$ cat src/rtl/std_cache_pkg.sv
// Shared types for the standard cache subsystem bypass path.
// Holds the per-port bypass request/response structs, the bypass arbiter
// state encoding and the arbiter's port-count ceiling.
package std_cache_pkg;

  localparam int BYPASS_MAX_PORTS = 16;
  // Wide enough to carry any arbiter port index up to BYPASS_MAX_PORTS.
  localparam int BYP_ID_W = 4;

  typedef enum logic [1:0] {
    BYP_IDLE,
    BYP_REQ,
    BYP_WAIT
  } bypass_state_e;

  typedef struct packed {
    logic                req;
    logic                we;
    logic [7:0]          be;
    logic [1:0]          size;
    logic [BYP_ID_W-1:0] id;
    logic [63:0]         addr;
    logic [63:0]         wdata;
  } bypass_req_t;

  typedef struct packed {
    logic        gnt;
    logic        valid;
    logic [63:0] rdata;
  } bypass_rsp_t;

endpackage

$ cat src/rtl/rr_pick.sv
// Combinational round-robin priority encoder: first set bit of req at or
// above ptr, wrapping from N-1 to 0. Zero latency; no backpressure.
// Ports: req (request vector), ptr (search start), vld (any request), idx (winner).
module rr_pick #(
  parameter int N = 4,
  localparam int W = (N > 1) ? $clog2(N) : 1
) (
  input  logic [N-1:0] req,
  input  logic [W-1:0] ptr,
  output logic         vld,
  output logic [W-1:0] idx
);

  // Walk offsets from farthest to nearest so the last hit kept is the one
  // closest to ptr; avoids a loop break and keeps the logic flat.
  always_comb begin
    int j;
    vld = 1'b0;
    idx = '0;
    j   = 0;
    for (int k = N - 1; k >= 0; k--) begin
      j = int'(ptr) + k;
      if (j >= N) j = j - N;
      if (req[j]) begin
        vld = 1'b1;
        idx = W'(j);
      end
    end
  end

endmodule

$ cat src/rtl/std_bypass_arbiter.sv
// Round-robin arbiter of per-port uncached requests onto one bypass channel,
// one transaction outstanding; grant is same-cycle, response routed to origin.
// Backpressure: requesters hold req until gnt; REQ held until adapter gnt.
// Ports: clk_i, rst_i (async, active-high), req_i/rsp_o per port,
//        bypass_req_o/bypass_rsp_i to the adapter, busy_o (state != IDLE).
module std_bypass_arbiter
  import std_cache_pkg::*;
#(
  parameter int NR_PORTS = 4
) (
  input  logic        clk_i,
  input  logic        rst_i,
  input  bypass_req_t req_i [NR_PORTS-1:0],
  output bypass_rsp_t rsp_o [NR_PORTS-1:0],
  output bypass_req_t bypass_req_o,
  input  bypass_rsp_t bypass_rsp_i,
  output logic        busy_o
);

  localparam int PORT_W = $clog2(NR_PORTS);

  bypass_state_e     state_q, state_d;
  logic [PORT_W-1:0] rr_ptr_q, rr_ptr_d;
  logic [PORT_W-1:0] sel_q, sel_d;
  bypass_req_t       lat_q, lat_d;

  logic [NR_PORTS-1:0] req_vec;
  logic                pick_vld;
  logic [PORT_W-1:0]   pick_idx;
  logic                done;
  // Adapter valid with nothing outstanding; dropped, only flagged.
  logic                stray_rsp;

  always_comb begin
    for (int i = 0; i < NR_PORTS; i++) req_vec[i] = req_i[i].req;
  end

  rr_pick #(.N(NR_PORTS)) u_pick (
    .req (req_vec),
    .ptr (rr_ptr_q),
    .vld (pick_vld),
    .idx (pick_idx)
  );

  always_ff @(posedge clk_i or posedge rst_i) begin
    if (rst_i) begin
      state_q  <= BYP_IDLE;
      rr_ptr_q <= '0;
      sel_q    <= '0;
      lat_q    <= '0;
    end else begin
      state_q  <= state_d;
      rr_ptr_q <= rr_ptr_d;
      sel_q    <= sel_d;
      lat_q    <= lat_d;
    end
  end

  always_comb begin
    state_d      = state_q;
    rr_ptr_d     = rr_ptr_q;
    sel_d        = sel_q;
    lat_d        = lat_q;
    done         = 1'b0;
    stray_rsp    = 1'b0;
    bypass_req_o = '0;
    for (int i = 0; i < NR_PORTS; i++) rsp_o[i] = '0;

    case (state_q)
      BYP_IDLE: begin
        stray_rsp = bypass_rsp_i.valid;
        // Grant is combinational, so it must also be suppressed while reset
        // is held or a requester could see a grant that is never serviced.
        if (pick_vld && !rst_i) begin
          rsp_o[pick_idx].gnt = 1'b1;
          lat_d               = req_i[pick_idx];
          lat_d.id            = BYP_ID_W'(pick_idx);
          sel_d               = pick_idx;
          state_d             = BYP_REQ;
        end
      end
      BYP_REQ: begin
        bypass_req_o     = lat_q;
        bypass_req_o.req = 1'b1;
        if (bypass_rsp_i.gnt) begin
          if (bypass_rsp_i.valid) begin
            done    = 1'b1;
            state_d = BYP_IDLE;
          end else begin
            state_d = BYP_WAIT;
          end
        end else begin
          stray_rsp = bypass_rsp_i.valid;
        end
      end
      BYP_WAIT: begin
        if (bypass_rsp_i.valid) begin
          done    = 1'b1;
          state_d = BYP_IDLE;
        end
      end
      default: state_d = BYP_IDLE;
    endcase

    // Pointer moves only on completion so a held request cannot be starved.
    if (done) begin
      rsp_o[sel_q].valid = 1'b1;
      rsp_o[sel_q].rdata = bypass_rsp_i.rdata;
      rr_ptr_d = (sel_q == PORT_W'(NR_PORTS - 1)) ? '0 : sel_q + 1'b1;
    end
  end

  assign busy_o = (state_q != BYP_IDLE);

  a_no_stray_rsp : assert property (@(posedge clk_i) disable iff (rst_i) !stray_rsp)
    else $warning("bypass adapter valid with no outstanding granted request");

endmodule

$ cat config.mk
export PLATFORM = sky130hd
export DESIGN_NAME = std_bypass_arbiter
export DESIGN_NICKNAME = d
export VERILOG_FILES = /design/src/rtl/std_cache_pkg.sv /design/src/rtl/rr_pick.sv /design/src/rtl/std_bypass_arbiter.sv
export SDC_FILE = /design/constraint.sdc
export NUM_CORES = 1
export LEC_CHECK = 0
export ABC_AREA = 1
export BUFFER_PORTS_ARGS = -buffer_cell sky130_fd_sc_hd__buf_2
export CAP_MARGIN = 15
export CORE_AREA = 2 2 409 411
export DETAILED_ROUTE_END_ITERATION = 6
export DIE_AREA = 0 0 411 413
export HOLD_SLACK_MARGIN = 0.02
export PLACE_DENSITY = 0.33
export SYNTH_ARGS = -nofsm -noshare
export SYNTH_HDL_FRONTEND = slang
export SYNTH_SLANG_ARGS = --single-unit
$ cat constraint.sdc
create_clock -name clk_i -period 8.17 [get_ports clk_i]
set_clock_uncertainty 0.1 [all_clocks]
set_input_delay 0.4085 -clock clk_i [delete_from_list [all_inputs] [get_ports clk_i]]
set_output_delay 0.4085 -clock clk_i [all_outputs]
set_load 0.02 [all_outputs]
# Word-level counts from Yosys, hierarchy flattened
# Index checks and enable logic that the tools add are counted.
[totals] latchBits=0 elab_cells=89 ramBits=0 romBits=0 n_memories=0 regBits=145
[op_classes] div=0 shift=0 n_addsub=8 eq_ne=6 n_mux=47 n_lt_le_gt_ge=12 bitwise_logic=0 multipliers=0 reduce_logical=8
[ops] cell="two-way mux 264 bit" n=3
[ops] cell="bitwise mux 264 bit" n=2
[ops] cell="demux 66 bit (select 2 bit)" n=3
[ops] cell="binary-select mux 144 bit (select 2 bit)" n=1
[ops] cell="two-way mux 144 bit" n=1
[ops] cell="two-way mux 143 bit" n=1
[ops] cell="less-than comparator 32 x 4 -> 1 bit, second input constant" n=4
[ops] cell="two-way mux 32 bit" n=4
[ops] cell="greater-or-equal comparator 32 x 4 -> 1 bit, second input constant" n=3
[ops] cell="subtractor 32 x 4 -> 32 bit, second input constant" n=3
[ops] cell="two-way mux 66 bit" n=1
[ops] cell="two-way mux 65 bit" n=1
[ops] cell="two-way mux 64 bit" n=1
[ops] cell="two-way mux 2 bit" n=9
[ops] cell="two-way mux 1 bit" n=14
[ops] cell="binary-select mux 1 bit (select 2 bit)" n=4
[ops] cell="adder 2 x 2 -> 3 bit, second input constant" n=2
[ops] cell="less-than comparator 2 x 3 -> 1 bit, second input constant" n=2
[ops] cell="inequality test 2 bit, second input constant" n=3
[ops] cell="case mux 2 bit (3 select lines)" n=1
[ops] cell="== test 2 bit, second input constant" n=2
[ops] cell="greater-or-equal comparator 2 x 1 -> 1 bit, second input constant" n=2
[ops] cell="subtractor 2 x 3 -> 4 bit, second input constant" n=1
[ops] cell="adder 2 x 1 -> 3 bit, second input constant" n=1
[ops] cell="other kinds (10)" n=12

# Logic depth before layout (Yosys ltp)
# Gate-level depths: netlist of the first run.
[depth] ltp_word=19 ltp_mapped=18

# Cells and area by module
# A second synthesis of the first run with hierarchy kept.
[hier_totals] cells_unflattened=2912 hier_area_um2=14382.5
[by_module_without_submodules] mod="std_bypass_arbiter" area_each_um2=14169.8 instances=1 cells_each=2866
[by_module_without_submodules] mod="rr_pick" area_each_um2=212.7 instances=1 cells_each=46

# Worst setup path before layout of the first run
# OpenSTA, ideal clock, no wires.
[synth_timing] path_kind="in2out" start="input rst_i" end="output rsp_o[65] in the netlist's numbering" stages=4 slack_ns=2.943 arrival_ns=4.719 required_time_ns=7.661 n_path_buf=1 path_cell_list="inv_1 -> nand3_1 -> buf_2 -> nor3_1"
[synth_lines] element="start: declaration" line_no="std_bypass_arbiter.sv:12" rtl="input logic rst_i,"
[synth_lines] element="end: declaration" line_no="std_bypass_arbiter.sv:14" rtl="output bypass_rsp_t rsp_o [NR_PORTS-1:0],"

==> results of run 1 <==
-- sequential cells by signal, indices dropped and copies added, names as in the netlist --
name / count
lat_q: 141
rr_ptr_q: 2
state_q: 2
-- cells by family (layout without fill, tap and decap cells) --
| family | count (synthesis) | in the layout |
|---|---|---|
| flops | 145 | 145 |
| buf+inv | 568 | 1468 |
| other cells | 1 | 18 |
| compound gates | 8 | 8 |
| fa+ha+maj | 7 | 7 |
| simple gates | 1988 | 1988 |
-- layout by cell type (no fill, tap or decap), drive strengths merged --
cell type    synthesis  routed
o21ai                7       7
clkbuf             124      21
nor3                 5       5
inv                370     375
ha                   7       7
clkinvlp             0       3
buf                 74    1065
nand3b             139     139
diode                0      16
nand2             1293    1293
nor2               263     263
conb                 1       2
clkinv               0       3
dfrtp              145     145
a21oi                1       1
nand3              288     288
dlygate4sd3          0       1
-- final cells by class --
class	instances	area, µm²
fill	19901	144000
clock buffer	21	450
clock inverter	11	97.6
tap	2204	2760
antenna	16	40.0
multi-input combinational	2005	8570
inverter	370	1410
timing repair buffer	1066	5430
sequential	145	3630
-- per-stage QoR --
stage	util [%]	setup WS, ns
3_3_place_gp	13.1	3.72
3_5_place_dp	13.1	3.73
6_report	13.5	3.39
2_1_floorplan	-	2.94
4_1_cts	13.5	3.17
5_1_grt	13.5	2.99
-- path summary, 6_finish.rpt --
path / startpoint / end / slack (ns) / depth (start not counted)
max: rr_ptr_q[0]$_DFFE_PP0P_ / rsp_o[65] / 3.39 / 11
min: bypass_rsp_i[64] / state_q[1]$_DFFE_PP0P_ / 0.11 / 4
max reg2reg: rr_ptr_q[0]$_DFFE_PP0P_ / lat_q[125]$_DFFE_PP0P_ / 3.92 / 15
min reg2reg: lat_q[99]$_DFFE_PP0P_ / lat_q[99]$_DFFE_PP0P_ / 0.38 / 2
max in group asynchronous: rst_i / lat_q[134]$_DFFE_PP0P_ / 6.09 / 5
min in group asynchronous: rst_i / lat_q[68]$_DFFE_PP0P_ / 0.30 / 3
-- worst min-delay path, cell delays in order --
cell and delay (ns):
buf_2 0.08, inv_1 0.05, nand3_1 0.07, o21ai_0 0.07
-- layer usage --
metal  vias up  part of all wire [%]  GRT usage [%]
met4        34                   3.9           5.41
met5         -                  0.19              0
li1       9854                     -              -
met3       126                   7.6           3.59
met2       734                    48           19.7
met1      9395                    40           13.3
-- timing repair --
action | 4_1_cts | 5_1_grt
resized for setup | 0 | 0
hold endpoints to repair | 30 | 0
hold buffers | 1 | 0
-- power breakdown --
part / leakage (nW) / total, mW / switching, mW / internal, mW
clock: 0.259 / 0.833 / 0.430 / 0.404
sequential: 1.82 / 1.28 / 0.204 / 1.07
combinational: 12.4 / 6.95 / 5.02 / 1.93
total: 14.5 / 9.05 / 5.65 / 3.40
==> impl_metrics.yaml, run 1 <==
cells_and_area:
  syn2layout_area_growth_pct: 55.2
  fin_cells: 5838
  final_area_um2: 22400
  fin_nets: 4256
  drive_above_1_share_pct: 30.7
worst_setup_path:
  crit_type: "flip-flop to primary output"
  crit_path_top_delay_cell: "buf_4"
  arrival_ns: 4.27
  end_kind: "primary output"
  worstPathCellList: "inv_4, nand2_1, nand2_1, nand2_1, nand2_2, o21ai_1, nand2_8, nand2_4, buf_4, nor3_1, buf_2"
  path_delay_family: "simple AND/OR/NAND/NOR gates"
  cpPeakStageDelay_ns: 0.78
  path_max_fanout: 81
  startpoint_type: "flip-flop"
  crit_top_cell: "nand2_1"
  required_ns: 7.66
  path_buf_inv: 3
synth:
  synth_ff_type: "dfrtp_1"
  yosys_warnings: 0
  synth_largest_area_cell: "nand2_1"
  synth-compound-area-share_pct: 0.278
  yosysMostFrequentCell: "nand2_1"
  synth_top_family_by_area: "simple AND/OR/NAND/NOR gates"
  syn_inst: 2717
  synth-async-reset-ratio_pct: 100
  synthesis.area_um2: 14400
  ys_seq_area_share_pct: 25.2
  synthXorXnorAreaFrac_pct: 0
  muxShareOfSynthArea_pct: 0
  synth_seq_cells: 145
  synth_fa_ha_area_share_pct: 0.607
  ys_types: 22
  yosys-top-cells-count: "1,290 x nand2_1, 366 x inv_1, 288 x nand3_1"
  syn_avg_cell_area_um2: 5.31
  synth_edf_count: 0
  synth_top_area_share_pct: 33.6
  synthSimpleGateAreaFrac_pct: 58.0
  synth.area.top_cells: "nand2_1 34%, dfrtp_1 25%, nand3_1 10%"
clock_tree:
  clk_latency_ns: 0.53
  cts_tree: "built"
  cts_max_level: 4
  cts.path.max_buffers: 2
  clk_pin_slew_ns: 0.08
  clkSinkCount: 145
  clockRootBuffer: "clkbuf_16"
  post_cts_buffers: 0
  cts_buffers: 17
die:
  die_h_um: 413
  die_x_um: 411
  fp.dieArea_um2: 170000
  initial_core_util_pct: 8.70
  io_pins: 1053
  core_area_um2: 166000
  num_rows: 150
run_status:
  violations: "design-rule violations"
  status: "finished, violations left"
global_route:
  antenna_found_initial: 47
  grt_max_degree: 126
  globalRouteTotalUtil_pct: 11.6
  overflow: 0
  grt_pass1_wl_um: 141000
  grt_pass1_vias: 19031
sta:
  max_freq_mhz: 209
  max-slew-margin-rel_pct: 38.3
  rsz0062_at_grt: "no"
  post-route-min-period_ns: 4.78
  setup-tns-final_ns: 0
  hold_violations: 0
  period_share_pct: 58.5
  worst_pin_slew_ns: 0.925
  hold_ws_ns: 0.106
  drv_slew: 0
  finalSetupViolations: 0
drt:
  via_per_inst: 3.45
  drc: 2
  drt_iter0_drc: 966
  drt_wl_total_um: 104000
  wl_per_cell_um: 17.7
  ant_nets: 0
  drtPass1Iterations: 7
  dr_total_vias: 20143
placed_design:
  gp_congestion: 0.836
  place_area_um2: 21800
  dp.cells: 5789
  numPortBuffers: 1034
  place_hpwl_um: 81100
power:
  p_per_area_nw_per_um2: 404
  power_mw: 9.05
  ir_drop_mv: 0.262
  leakage_nw: 14.5
worst_hold_path:
  hold_class: "input pin to flip-flop"
run:
  maxCapViolations: 0
Note: power is estimated with default switching activity, not from simulation.
==> run 2: changes to the inputs <==
--- a/config.mk
+++ b/config.mk
@@ -8,11 +8,11 @@
 export ABC_AREA = 1
 export BUFFER_PORTS_ARGS = -buffer_cell sky130_fd_sc_hd__buf_2
 export CAP_MARGIN = 15
-export CORE_AREA = 2 2 409 411
+export CORE_AREA = 2 2 411 413
 export DETAILED_ROUTE_END_ITERATION = 6
-export DIE_AREA = 0 0 411 413
+export DIE_AREA = 0 0 413 415
 export HOLD_SLACK_MARGIN = 0.02
-export PLACE_DENSITY = 0.33
+export PLACE_DENSITY = 0.34
 export SYNTH_ARGS = -nofsm -noshare
 export SYNTH_HDL_FRONTEND = slang
 export SYNTH_SLANG_ARGS = --single-unit
==> constraint.sdc (replaced) <==
create_clock -name clk_i -period 4.1 [get_ports clk_i]
set_clock_uncertainty 0.1 [all_clocks]
set_input_delay 0.205 -clock clk_i [delete_from_list [all_inputs] [get_ports clk_i]]
set_output_delay 0.205 -clock clk_i [all_outputs]
set_load 0.02 [all_outputs]
==> impl_metrics.yaml, run 2 (same netlist as run 1, synthesis figures left out) <==
worst_setup_path:
  r2r-start: "rr_ptr_q[0]$_DFFE_PP0P_"
  path_max_fanout: 84
  cpPeakStageDelay_ns: 0.56
  crit_type: "flip-flop to flip-flop"
  worstPathCellList: "inv_4, nand2_1, nand2_1, nand2_1, nand2_2, o21ai_1, nand2_8, buf_12, nand3_1, nand2_1, dlygate4sd3_1, nand2_1, nand2_1, dlygate4sd3_1, nand2_1, nand2_1"
  end_kind: "flip-flop"
  r2r_setup_slack_ns: 0.29
  crit_path_top_delay_cell: "dlygate4sd3_1"
  arrival_ns: 4.11
  reg2regPathDepth: 16
  required_ns: 4.40
  crit_top_cell: "nand2_1"
  reg2reg_to: "lat_q[18]$_DFFE_PP0P_"
  startpoint_type: "flip-flop"
global_route:
  overflow: 0
  globalRouteTotalUtil_pct: 12.2
  antenna_found_initial: 56
  grt_pass1_vias: 21160
  grt_pass1_wl_um: 150000
  grt_max_degree: 136
placed_design:
  gp_congestion: 0.832
  place_hpwl_um: 84800
  numPortBuffers: 1034
clock_tree:
  cts_max_level: 4
  cts_buffers: 17
  clockRootBuffer: "clkbuf_16"
  post_cts_buffers: 0
  clkSinkCount: 145
  clk_pin_slew_ns: 0.08
  cts_tree: "built"
  cts.path.max_buffers: 2
  clk_latency_ns: 0.50
die:
  io_pins: 1053
  fp.dieArea_um2: 171000
  die_x_um: 413
  core_area_um2: 167000
  initial_core_util_pct: 8.66
  die_h_um: 415
  num_rows: 150
drt:
  drtPass1Iterations: 5
  drt_wl_total_um: 109000
  drt_iter0_drc: 1189
  ant_nets: 0
  dr_total_vias: 21897
  drc: 0
  via_per_inst: 3.48
  wl_per_cell_um: 17.3
power:
  clockPowerShare_pct: 8.1
  seq_power_share_pct: 11.3
  p_per_area_nw_per_um2: 825
  p_switching_mw: 12.0
  pwr-share-comb_pct: 80.6
  ir_drop_mv: 0.823
  leakage_nw: 16.5
  swShare_pct: 53.8
  cellInternalPower_mw: 10.3
run_status:
  status: "finished, final reports clean"
worst_hold_path:
  whs_path_depth: 7
  worstHoldEndpoint: "lat_q[56]$_DFFE_PP0P_"
  hold_class: "input pin to flip-flop"
  hp-start: "req_i[488]"
sta:
  max_freq_mhz: 262
  drv_slew: 0
  setup-tns-final_ns: 0
  max-slew-margin-rel_pct: 39.8
  post-route-min-period_ns: 3.81
  rsz0062_at_grt: "no"
  period_share_pct: 93.0
  finalSetupViolations: 0
  hold_ws_ns: 0.0686
  hold_violations: 0
  worst_pin_slew_ns: 0.903
cells_and_area:
  layout_commonest_cell: "nand2_1"
  fin_util_pct: 16.2
  syn2layout_area_growth_pct: 87.3
  regMostFlops: "lat_q"
  drive_above_1_share_pct: 28.2
  fin_nets: 4703
  fillers: 19659
  largest_register_ff_count: 141
  mostFrequentLayoutCells: "1,285 x nand2_1, 1,034 x buf_2, 419 x dlygate4sd3_1, 364 x inv_1, 287 x nand3_1"
  reg.largest.list: "lat_q: 141 flops, rr_ptr_q: 2 flops, state_q: 2 flops"
run:
  maxCapViolations: 0
-- run 2: cell count changes in the layout (fill, tap and decap cells not counted), sizes merged --
cell,change
buf,+29
bufinv,+2
clkbuf,-4
clkinv,+1
clkinvlp,-1
diode,-1
dlygate4sd3,+418
inv,+2
-- run 2: power by group through the flow --
stage | sequential (mW) | clock [mW] | combinational, mW
floorplan | 2.42 | 0 | 9.55
global placement | 2.54 | 0 | 15.1
detailed placement | 2.53 | 0 | 15.0
CTS | 2.52 | 1.94 | 18.3
global route | 2.61 | 1.98 | 20.1
finish | 2.51 | 1.80 | 18.0
-- run 2: layout make-up --
class | count | area, µm² | area share [%]
clock inverters | 15 | 188 | 0.695
repair buffers | 1513 | 10000 | 37.0
inverters | 370 | 1410 | 5.20
multi-input cells | 2005 | 8580 | 31.8
clock buffers | 17 | 425 | 1.57
diodes | 15 | 37.5 | 0.139
flip-flops and latches | 145 | 3630 | 13.4
well taps | 2204 | 2760 | 10.2
-- run 2: layer usage --
layer	vias to the layer above	GRT usage [%]	routed length [µm]
li1	10753	-	-
met1	10227	13.8	43900
met2	737	21.2	53200
met3	140	3.72	7880
met4	40	4.57	3570
met5	-	0	247
-- run 2: how the worst max path moves through the flow --
stage | startpoint | to | slack, ns | cells past startpoint
after global placement | rr_ptr_q[0]$_DFFE_PP0P_ | lat_q[54]$_DFFE_PP0P_ | 0.88 | 16
after global routing | rr_ptr_q[0]$_DFFE_PP0P_ | lat_q[12]$_DFFE_PP0P_ | 0.09 | 16
final | rr_ptr_q[0]$_DFFE_PP0P_ | lat_q[18]$_DFFE_PP0P_ | 0.29 | 16
after CTS | rr_ptr_q[0]$_DFFE_PP0P_ | lat_q[132]$_DFFE_PP0P_ | 0.02 | 16
after floorplan | rst_i | lat_q[10]$_DFFE_PP0P_ | 0.48 | 7
after detailed placement | rr_ptr_q[0]$_DFFE_PP0P_ | lat_q[137]$_DFFE_PP0P_ | 0.89 | 16
-- run 2: repair_timing --
action / in CTS / in global routing
endpoints found under the setup margin: 0 / 37
hold endpoints to repair: 199 / 0
hold buffers: 419 / 0
gates resized for setup: 0 / 3
-- run 2: per-stage QoR --
step | setup slack (ns) | instances | total power [mW] | area (µm²)
floorplan | 0.483 | 2718 | 12.0 | 14400
global placement | 0.882 | 5818 | 17.6 | 22200
detailed placement | 0.893 | 5818 | 17.5 | 22200
CTS | 0.0216 | 6269 | 22.8 | 27000
global route | 0.0878 | 6278 | 24.7 | 27000
finish | 0.286 | 6284 | 22.3 | 27000
-- run 2: critical path: cells and delay by family (launching register included) --
family	cells	cell delay [ns]
buf+inv	4	1.45
simple gates	11	1.09
flops	1	0.54
compound gates	1	0.33
